[src/rtl/pc_target_pkg.sv]
// rtl/pc_target_pkg.sv - shared mode encoding and default widths for the PC target unit
package pc_target_pkg;

    localparam int DEF_WORD_SIZE    = 16;
    localparam int DEF_JUMP_FIELD_W = 12;

    typedef enum logic [2:0] {
        SEQ    = 3'd0,
        BRANCH = 3'd1,
        JMP    = 3'd2,
        JAL    = 3'd3,
        JR     = 3'd4,
        RET    = 3'd5
    } tgt_mode_t;

endpackage

[src/rtl/ras_stack.sv]
// rtl/ras_stack.sv - circular return-address stack; push when full overwrites the oldest entry
module ras_stack #(
    parameter int DEPTH = 4,
    parameter int W     = 16
) (
    input  logic         clk,
    input  logic         reset_n,
    input  logic         flush,
    input  logic         push,
    input  logic         pop,
    input  logic [W-1:0] push_data,
    output logic [W-1:0] top,
    output logic         empty,
    output logic         full
);
    localparam int PW = $clog2(DEPTH);
    localparam int CW = $clog2(DEPTH + 1);

    logic [W-1:0]  r_mem [DEPTH];
    logic [PW-1:0] r_ptr;
    logic [CW-1:0] r_count;
    logic [PW-1:0] w_top_idx;

    // r_ptr is the next free slot, so the top lives one below it
    assign w_top_idx = r_ptr - PW'(1);
    assign top       = r_mem[w_top_idx];
    assign empty     = (r_count == '0);
    assign full      = (r_count == CW'(DEPTH));

    always_ff @(posedge clk or negedge reset_n) begin
        if (!reset_n) begin
            r_ptr   <= '0;
            r_count <= '0;
        end else if (flush) begin
            r_ptr   <= '0;
            r_count <= '0;
        end else if (push) begin
            r_ptr <= r_ptr + PW'(1);
            if (!full) begin
                r_count <= r_count + CW'(1);
            end
        end else if (pop && !empty) begin
            r_ptr   <= w_top_idx;
            r_count <= r_count - CW'(1);
        end
    end

    always_ff @(posedge clk) begin
        if (push && !flush) begin
            r_mem[r_ptr] <= push_data;
        end
    end

endmodule

[src/rtl/pc_target_unit.sv]
// rtl/pc_target_unit.sv - registered next-PC / jump-target generator with return-address prediction
module pc_target_unit
    import pc_target_pkg::*;
#(
    parameter int WORD_SIZE    = DEF_WORD_SIZE,
    parameter int JUMP_FIELD_W = DEF_JUMP_FIELD_W,
    parameter int RAS_DEPTH    = 4
) (
    input  logic                    clk,
    input  logic                    reset_n,
    input  logic                    flush,
    input  logic                    in_valid,
    output logic                    in_ready,
    input  logic [2:0]              in_mode,
    input  logic [WORD_SIZE-1:0]    in_pc,
    input  logic [WORD_SIZE-1:0]    in_offset,
    input  logic [JUMP_FIELD_W-1:0] in_jfield,
    input  logic [WORD_SIZE-1:0]    in_reg,
    output logic                    out_valid,
    input  logic                    out_ready,
    output logic [WORD_SIZE-1:0]    out_target,
    output logic [WORD_SIZE-1:0]    out_link,
    output logic                    out_ras_hit,
    output logic                    out_ras_empty
);
    logic                 w_accept;
    logic [WORD_SIZE-1:0] w_link;
    logic [WORD_SIZE-1:0] w_target;
    logic                 w_push;
    logic                 w_pop;
    logic                 w_hit;
    logic                 w_empty;
    logic [WORD_SIZE-1:0] w_ras_top;
    logic                 w_ras_empty;
    logic                 w_unused_ras_full;

    assign in_ready = !out_valid || out_ready;
    assign w_accept = in_valid && in_ready;
    assign w_link   = in_pc + WORD_SIZE'(1);

    // Unknown encodings fall through to the sequential default with no stack effect
    always_comb begin
        w_target = w_link;
        w_push   = 1'b0;
        w_pop    = 1'b0;
        w_hit    = 1'b0;
        w_empty  = 1'b0;
        case (in_mode)
            SEQ:    w_target = w_link;
            BRANCH: w_target = w_link + in_offset;
            JMP:    w_target = {in_pc[WORD_SIZE-1:JUMP_FIELD_W], in_jfield};
            JAL: begin
                w_target = {in_pc[WORD_SIZE-1:JUMP_FIELD_W], in_jfield};
                w_push   = w_accept;
            end
            JR:     w_target = in_reg;
            RET: begin
                w_target = in_reg;
                w_pop    = w_accept;
                w_hit    = !w_ras_empty && (w_ras_top == in_reg);
                w_empty  = w_ras_empty;
            end
            default: w_target = w_link;
        endcase
    end

    ras_stack #(
        .DEPTH (RAS_DEPTH),
        .W     (WORD_SIZE)
    ) u_ras (
        .clk       (clk),
        .reset_n   (reset_n),
        .flush     (flush),
        .push      (w_push),
        .pop       (w_pop),
        .push_data (w_link),
        .top       (w_ras_top),
        .empty     (w_ras_empty),
        .full      (w_unused_ras_full)
    );

    always_ff @(posedge clk or negedge reset_n) begin
        if (!reset_n) begin
            out_valid     <= 1'b0;
            out_target    <= '0;
            out_link      <= '0;
            out_ras_hit   <= 1'b0;
            out_ras_empty <= 1'b0;
        end else if (w_accept) begin
            out_valid     <= 1'b1;
            out_target    <= w_target;
            out_link      <= w_link;
            out_ras_hit   <= w_hit;
            out_ras_empty <= w_empty;
        end else if (out_ready) begin
            out_valid <= 1'b0;
        end
    end

endmodule

[config.mk]
export PLATFORM = sky130hd
export DESIGN_NAME = pc_target_unit
export DESIGN_NICKNAME = d
export VERILOG_FILES = /design/src/rtl/pc_target_pkg.sv /design/src/rtl/ras_stack.sv /design/src/rtl/pc_target_unit.sv
export SDC_FILE = /design/constraint.sdc
export NUM_CORES = 1
export LEC_CHECK = 0
export ABC_AREA = 1
export CORE_MARGIN = 5
export CORE_UTILIZATION = 35
export CTS_BUF_LIST = sky130_fd_sc_hd__clkbuf_16
export DETAILED_ROUTE_END_ITERATION = 8
export MAX_ROUTING_LAYER = met4
export REMOVE_ABC_BUFFERS = 1
export SLEW_MARGIN = 15
export SYNTH_ARGS = -nofsm -noshare
export SYNTH_HDL_FRONTEND = slang
export SYNTH_SLANG_ARGS = --single-unit
[constraint.sdc]
create_clock -name clk -period 3.4 [get_ports clk]
set_input_delay 0.85 -clock clk [delete_from_list [all_inputs] [get_ports clk]]
set_output_delay 0.85 -clock clk [all_outputs]
set_load 0.1 [all_outputs]
==> flow_metrics.tcl <==
set metrics [dict create \
    cts_inserted_buffers 9 \
    finalSetupViolCount 0 \
    fin_skew_ps 12.02 \
    hpwl_um 13800 \
    async_reset_ff_frac 0.3846 \
    n_fill_cell 1641 \
    areaGrowthSynthToFinish_pct 35.34 \
    drtPass1Iterations 5 \
    synthCells 715 \
    synth_seq_cells 104 \
    worstReg2RegEnd "out_ras_hit" \
    holdPathEnd "out_target[14]" \
    total_power_uw 4363 \
    r2r-start "u_ras.r_ptr[1]" \
    vdd_drop_max_mv 0.3271 \
    reg2reg_depth 12 \
    cts_tree "yes" \
    routed_wirelength_um 18560 \
    root_buffer "clkbuf_16" \
    drive_gt1_frac 0.1881 \
    synthDistinctLibCells 46 \
    design_area_um2 8098 \
    final-max-slew-violation-count 0 \
    clockBufferDepth 2 \
    drc 0 \
    crit_type "in -> reg" \
    die_y_um 140.7 \
    required_ps 3650 \
    whs_path_depth 2 \
    final_nets 982 \
    clock-sinks 104 \
    cts-htree-levels 3 \
    status "finished, final reports clean" \
    hp-class "reg -> reg" \
    yosysSeqAreaShare 0.4885 \
    core-area_um2 16700 \
    gr-total-overflow 0 \
    synth_area_um2 5983 \
    cp_max_fo 3 \
    die_width_um 140.7 \
    powerDensity_nw_per_um2 538.8 \
    grt_pass1_vias 5180 \
    avgSynthCellArea_um2 8.368 \
    vias 5381 \
    grtUsageTotal 0.1898 \
    clock.fmax_ghz 0.3077 \
    drt_iter0_markers 402 \
    io_buffers 103 \
    diodes 0 \
    cp_data_arrival_time_ps 3500 \
    post-route-period-util 0.9557 \
    std_cell_rows 47 \
    synth_ff_type "edfxtp_1" \
    final_core_util 0.4849 \
    whs_ps 482.3 \
    viasPerCell 4.835 \
    place_congestion 0.9322 \
    cap_violations 0 \
    antenna_found_initial 0 \
    startpoint_type "input port" \
    slew_headroom 0.3210 \
    ys.warnings.count 0 \
    p_leak_uw 0.003755 \
    final.setup.tns_ps 0 \
    io_pins 104 \
    reg2reg_slack_ps 1170 \
    min_period_ps 3249 \
    wl_per_cell_um 16.67 \
    clk_pin_slew_ps 70 \
    start_util 0.3583 \
    grt_pass1_wl_um 28260 \
    placed_area_um2 7676 \
    postRouteAntennaNets 0 \
    finalHoldViolations 0 \
    synth_edf_count 64 \
    grt_max_degree 53 \
    design.die.area_um2 19810 \
    cp-end-kind "register" \
    clock_latency_ps 360 \
    worst_slew_pin_slew_ps 1018 \
    hp-start "out_target[14]" \
]
## layout by cell type (no fill, tap or decap), types with 6 or more instances in the layout
cell,n
nor2_1,37
nand2_2,6
a21oi_1,20
clkbuf_16,9
ha_1,22
dfrtp_1,40
o21ai_0,31
edfxtp_1,64
a221oi_1,8
clkdlybuf4s50_1,63
nand2_1,255
nand3_1,56
nand4_1,7
inv_1,64
buf_4,115
xor2_1,13
## how the worst max path moves through the flow
| stage | startpoint | to | slack [ps] | cells after the start |
|---|---|---|---|---|
| 2_1_floorplan | out_valid | u_ras.r_mem[0][0] | -40 | 7 |
| 3_3_place_gp | in_pc[0] | out_target[15] | -290 | 18 |
| 3_5_place_dp | in_pc[0] | out_target[15] | -330 | 18 |
| 4_1_cts | in_pc[0] | out_target[15] | 40 | 18 |
| 5_1_grt | in_pc[3] | out_target[15] | -60 | 18 |
| 6_report | in_pc[3] | out_target[15] | 150 | 18 |
## flip-flops by register name, summed over array words and instances (netlist names)
| signal | cells |
|---|---|
| u_ras.r_count | 3 |
| out_target | 16 |
| out_ras_hit | 1 |
| out_valid | 1 |
| u_ras.r_ptr | 2 |
| u_ras.r_mem | 64 |
| out_link | 16 |
| out_ras_empty | 1 |
## routing by layer
metal / part of all wire / wire [µm] / global-route usage
met1: 0.46 / 8499 / 0.2516
met2: 0.48 / 8941 / 0.3080
met3: 0.047 / 878 / 0.02946
met4: 0.013 / 238 / 0.04589
met5: 0 / 0 / -
## cell type report
class	instances	area, µm²	share of cell area
Clock buffer	9	225.2	0.02781
Clock inverter	7	93.84	0.01159
Inverter	68	256.5	0.03167
Multi-Input combinational cell	522	2768	0.3418
Sequential cell	104	2923	0.3609
Tap cell	220	275.3	0.03399
Timing Repair Buffer	183	1556	0.1922
## power by group
| group | leakage, µW | internal [µW] | switching (µW) | total [µW] |
|---|---|---|---|---|
| logic | 0.00252 | 527 | 1230 | 1760 |
| clock network | 0.000163 | 649 | 492 | 1140 |
| registers | 0.00107 | 1420 | 45.5 | 1470 |
## repair_timing
item / in CTS / in global routing
setup endpoints to repair: 0 / 8
endpoints found under the hold margin: 0 / 0
hold buffers: 0 / 0
gates resized for setup: 0 / 25
setup buffers: 0 / 1
## per-stage QoR
step / worst slack [ps] / instances
after floorplan: -36.89 / 694
after global placement: -293.0 / 1096
after detailed placement: -330.9 / 1096
after CTS: 40.24 / 1112
after global routing: -56.32 / 1113
final: 150.5 / 1113
## cells by family (layout without fill, tap and decap cells)
kind of cell / count (synthesis) / count (layout) / synth area share
AND/OR/NAND/NOR: 388 / 388 / 0.2731
adder cells (fa/ha/maj): 26 / 26 / 0.05688
flip-flops: 104 / 104 / 0.4885
XOR/XNOR: 20 / 20 / 0.02928
buffers and inverters: 89 / 267 / 0.06357
AO/OA/AOI/OAI: 88 / 88 / 0.08867
## critical path, stage by stage
cell and delay [ps]:
clkdlybuf4s50_1 520, nand2_2 100, nor3b_4 240, nand4_1 160, or2_0 240, nand2_2 90, inv_1 90, ha_1 340
inv_1 80, nor3_2 190, and2_1 150, nand2_1 50, nand2_1 80, nand3_1 80, nand3_1 80, nand2_1 60
nand2_1 60, nand2_1 40
## synth_stat cells, types with 2 or more instances
cell / n / area share
a21o_1: 5 / 0.0063
nor3_1: 5 / 0.0042
buf_6: 3 / 0.0056
edfxtp_1: 64 / 0.32
nand3b_1: 3 / 0.0038
o211ai_1: 2 / 0.0025
dfrtp_1: 40 / 0.17
buf_2: 9 / 0.0075
nor3_2: 2 / 0.0033
a41oi_1: 4 / 0.0059
xnor2_1: 5 / 0.0073
inv_2: 3 / 0.0019
a221oi_1: 8 / 0.012
nand4_1: 7 / 0.0073
o21ai_0: 33 / 0.028
nand3_1: 58 / 0.049
o21ai_1: 3 / 0.0025
nor2_2: 2 / 0.0021
nor2_1: 41 / 0.026
nand2_1: 258 / 0.16
a21oi_1: 24 / 0.020
or2_0: 2 / 0.0021
xor2_1: 15 / 0.022
and2_1: 2 / 0.0021
buf_4: 3 / 0.0038
clkbuf_1: 6 / 0.0038
ha_1: 24 / 0.050
nand2_2: 3 / 0.0031
fa_1: 2 / 0.0067
inv_1: 63 / 0.040
Power figures use the tool's default switching activity.
==> patch: new RTL, same settings <==
Set the package constant `DEF_WORD_SIZE` to 32 (it was 16).
--- a/src/rtl/pc_target_pkg.sv
+++ b/src/rtl/pc_target_pkg.sv
@@ -3,3 +3,3 @@
 
-    localparam int DEF_WORD_SIZE    = 16;
+    localparam int DEF_WORD_SIZE    = 32;
     localparam int DEF_JUMP_FIELD_W = 12;
Interface: changed (5 resized); port bits go from 104 to 184. No check against the original RTL was run, so the function may have changed too.
==> patch against the original RTL <==
- setup slack got worse by 0.054 ns
- power increased by 83%
- count of clock-buffer cells in the layout up 8
- routed wire length rose to 2.5 times the old value
- synthesized area rose by 100%
- sequential cell count rose by 96
- largest cell class is now multi-input gates
- design area is 110% higher
- largest power group unchanged
==> patch: results (changes against the original RTL) <==
<table>
<tr><th>Metric</th><th>Value</th></tr>
<tr><th colspan="2">Outcome</th></tr>
<tr><td>Run status</td><td>complete, no violations</td></tr>
<tr><th colspan="2">Yosys</th></tr>
<tr><td>Number of flops mapped to enable cells by yosys</td><td>128 (+100%)</td></tr>
<tr><td>Unique masters post-synth</td><td>47 (+2.2%)</td></tr>
<tr><td>Top cell types by occurrence after synthesis</td><td>619 x nand2_1, 157 x inv_1, 137 x nand3_1</td></tr>
<tr><td>Most area-consuming cells after synthesis</td><td>edfxtp_1 32%, nand2_1 19%, dfrtp_1 15%</td></tr>
<tr><th colspan="2">Pwr</th></tr>
<tr><td>Combinational share of power</td><td>0.377 (-0.025)</td></tr>
<tr><td>Part of the power in registers</td><td>0.353 (+0.017)</td></tr>
<tr><td>VDD IR-drop max</td><td>379 uV (+16%)</td></tr>
<tr><td>Net Sw Power</td><td>0.00324 W (+84%)</td></tr>
<tr><th colspan="2">Final layout</th></tr>
<tr><td>Final #Nets</td><td>2112 (+120%)</td></tr>
<tr><td>Fraction of layout cells with a size suffix above 1</td><td>0.261 (+0.0726)</td></tr>
<tr><th colspan="2">Timing</th></tr>
<tr><td>Top achievable clock speed</td><td>303 MHz (-1.6%)</td></tr>
<tr><td>Final Skew</td><td>0.0119 ns (-0.000131 ns)</td></tr>
<tr><th colspan="2">Place</th></tr>
<tr><td>IO buf count</td><td>183 (+78%)</td></tr>
<tr><th colspan="2">Setup path</th></tr>
<tr><td>Data arrival time of the critical path</td><td>3.65 ns (+0.15 ns)</td></tr>
<tr><td>Worst R2R Path Depth</td><td>13 (+1)</td></tr>
<tr><td>Worst reg-to-reg setup slack</td><td>0.95 ns (-0.22 ns)</td></tr>
<tr><th colspan="2">Global route</th></tr>
<tr><td>Pin count of the biggest net entering global routing</td><td>68 (+28%)</td></tr>
<tr><td>Number of antenna violations at the first check in global routing</td><td>1 (+1)</td></tr>
<tr><td>Number of global-route vias before repair</td><td>11856 (+130%)</td></tr>
<tr><td>Total global routing track utilization</td><td>0.244 (+0.0540)</td></tr>
<tr><th colspan="2">Hold path</th></tr>
<tr><td>Type of the most critical hold path</td><td>input pin to async pin</td></tr>
<tr><th colspan="2">Clock network</th></tr>
<tr><td>Worst-Skew Late Latency</td><td>0.46 ns (+0.10 ns)</td></tr>
<tr><td>Number of clock buffers inserted by TritonCTS</td><td>17 (+8)</td></tr>
<tr><td>CTS H-tree depth</td><td>4 (+1)</td></tr>
</table>
[patch: per-stage QoR]
stage,cell area [um^2],instances
after floorplan,12000,1519
after global placement,16000,2373
after detailed placement,16000,2373
after CTS,16900,2412
after global routing,17300,2419
final,17300,2419
[patch: worst max-delay path by stage]
| stage | endpoint | cells past startpoint | from |
|---|---|---|---|
| 6_report | out_target[30] | 22 | in_pc[16] |
| 5_1_grt | out_target[31] | 25 | in_pc[18] |
| 4_1_cts | out_target[25] | 24 | in_pc[15] |
| 3_5_place_dp | out_target[27] | 21 | in_pc[0] |
| 3_3_place_gp | out_target[27] | 21 | in_pc[0] |
| 2_1_floorplan | u_ras.r_mem[1][0] | 7 | out_valid |
[patch: logic make-up (layout without fill, tap and decap cells)]
logic type	Yosys count	count (layout)	synth area share
XOR/XNOR	40	40	0.0294
flip-flops	200	200	0.464
AO/OA/AOI/OAI	144	144	0.0702
adder cells (fa/ha/maj)	45	45	0.0475
buffers and inverters	211	608	0.0663
AND/OR/NAND/NOR	927	927	0.323
[patch: per-layer routing]
| layer | track usage | vias up | wire [um] |
|---|---|---|---|
| met3 | 0.0299 | 84 | 2980 |
| li1 | - | 5857 | - |
| met1 | 0.319 | 5702 | 19800 |
| met4 | 0.0931 | 0 | 1540 |
| met2 | 0.390 | 437 | 22300 |
| met5 | - | - | 0 |
[patch: layout make-up]
| class | count | area share |
|---|---|---|
| multi-input combinational | 1156 | 0.370 |
| sequential | 200 | 0.327 |
| timing repair buffer | 413 | 0.199 |
| inverter | 163 | 0.0354 |
| tap | 455 | 0.0330 |
| clock buffer | 17 | 0.0246 |
| clock inverter | 15 | 0.0104 |
[patch: what timing repair did]
item	4_1_cts	5_1_grt
gates resized for setup	103	102
hold buffers	0	0
setup endpoints to repair	24	21
setup buffers	7	7
pin swaps	22	29
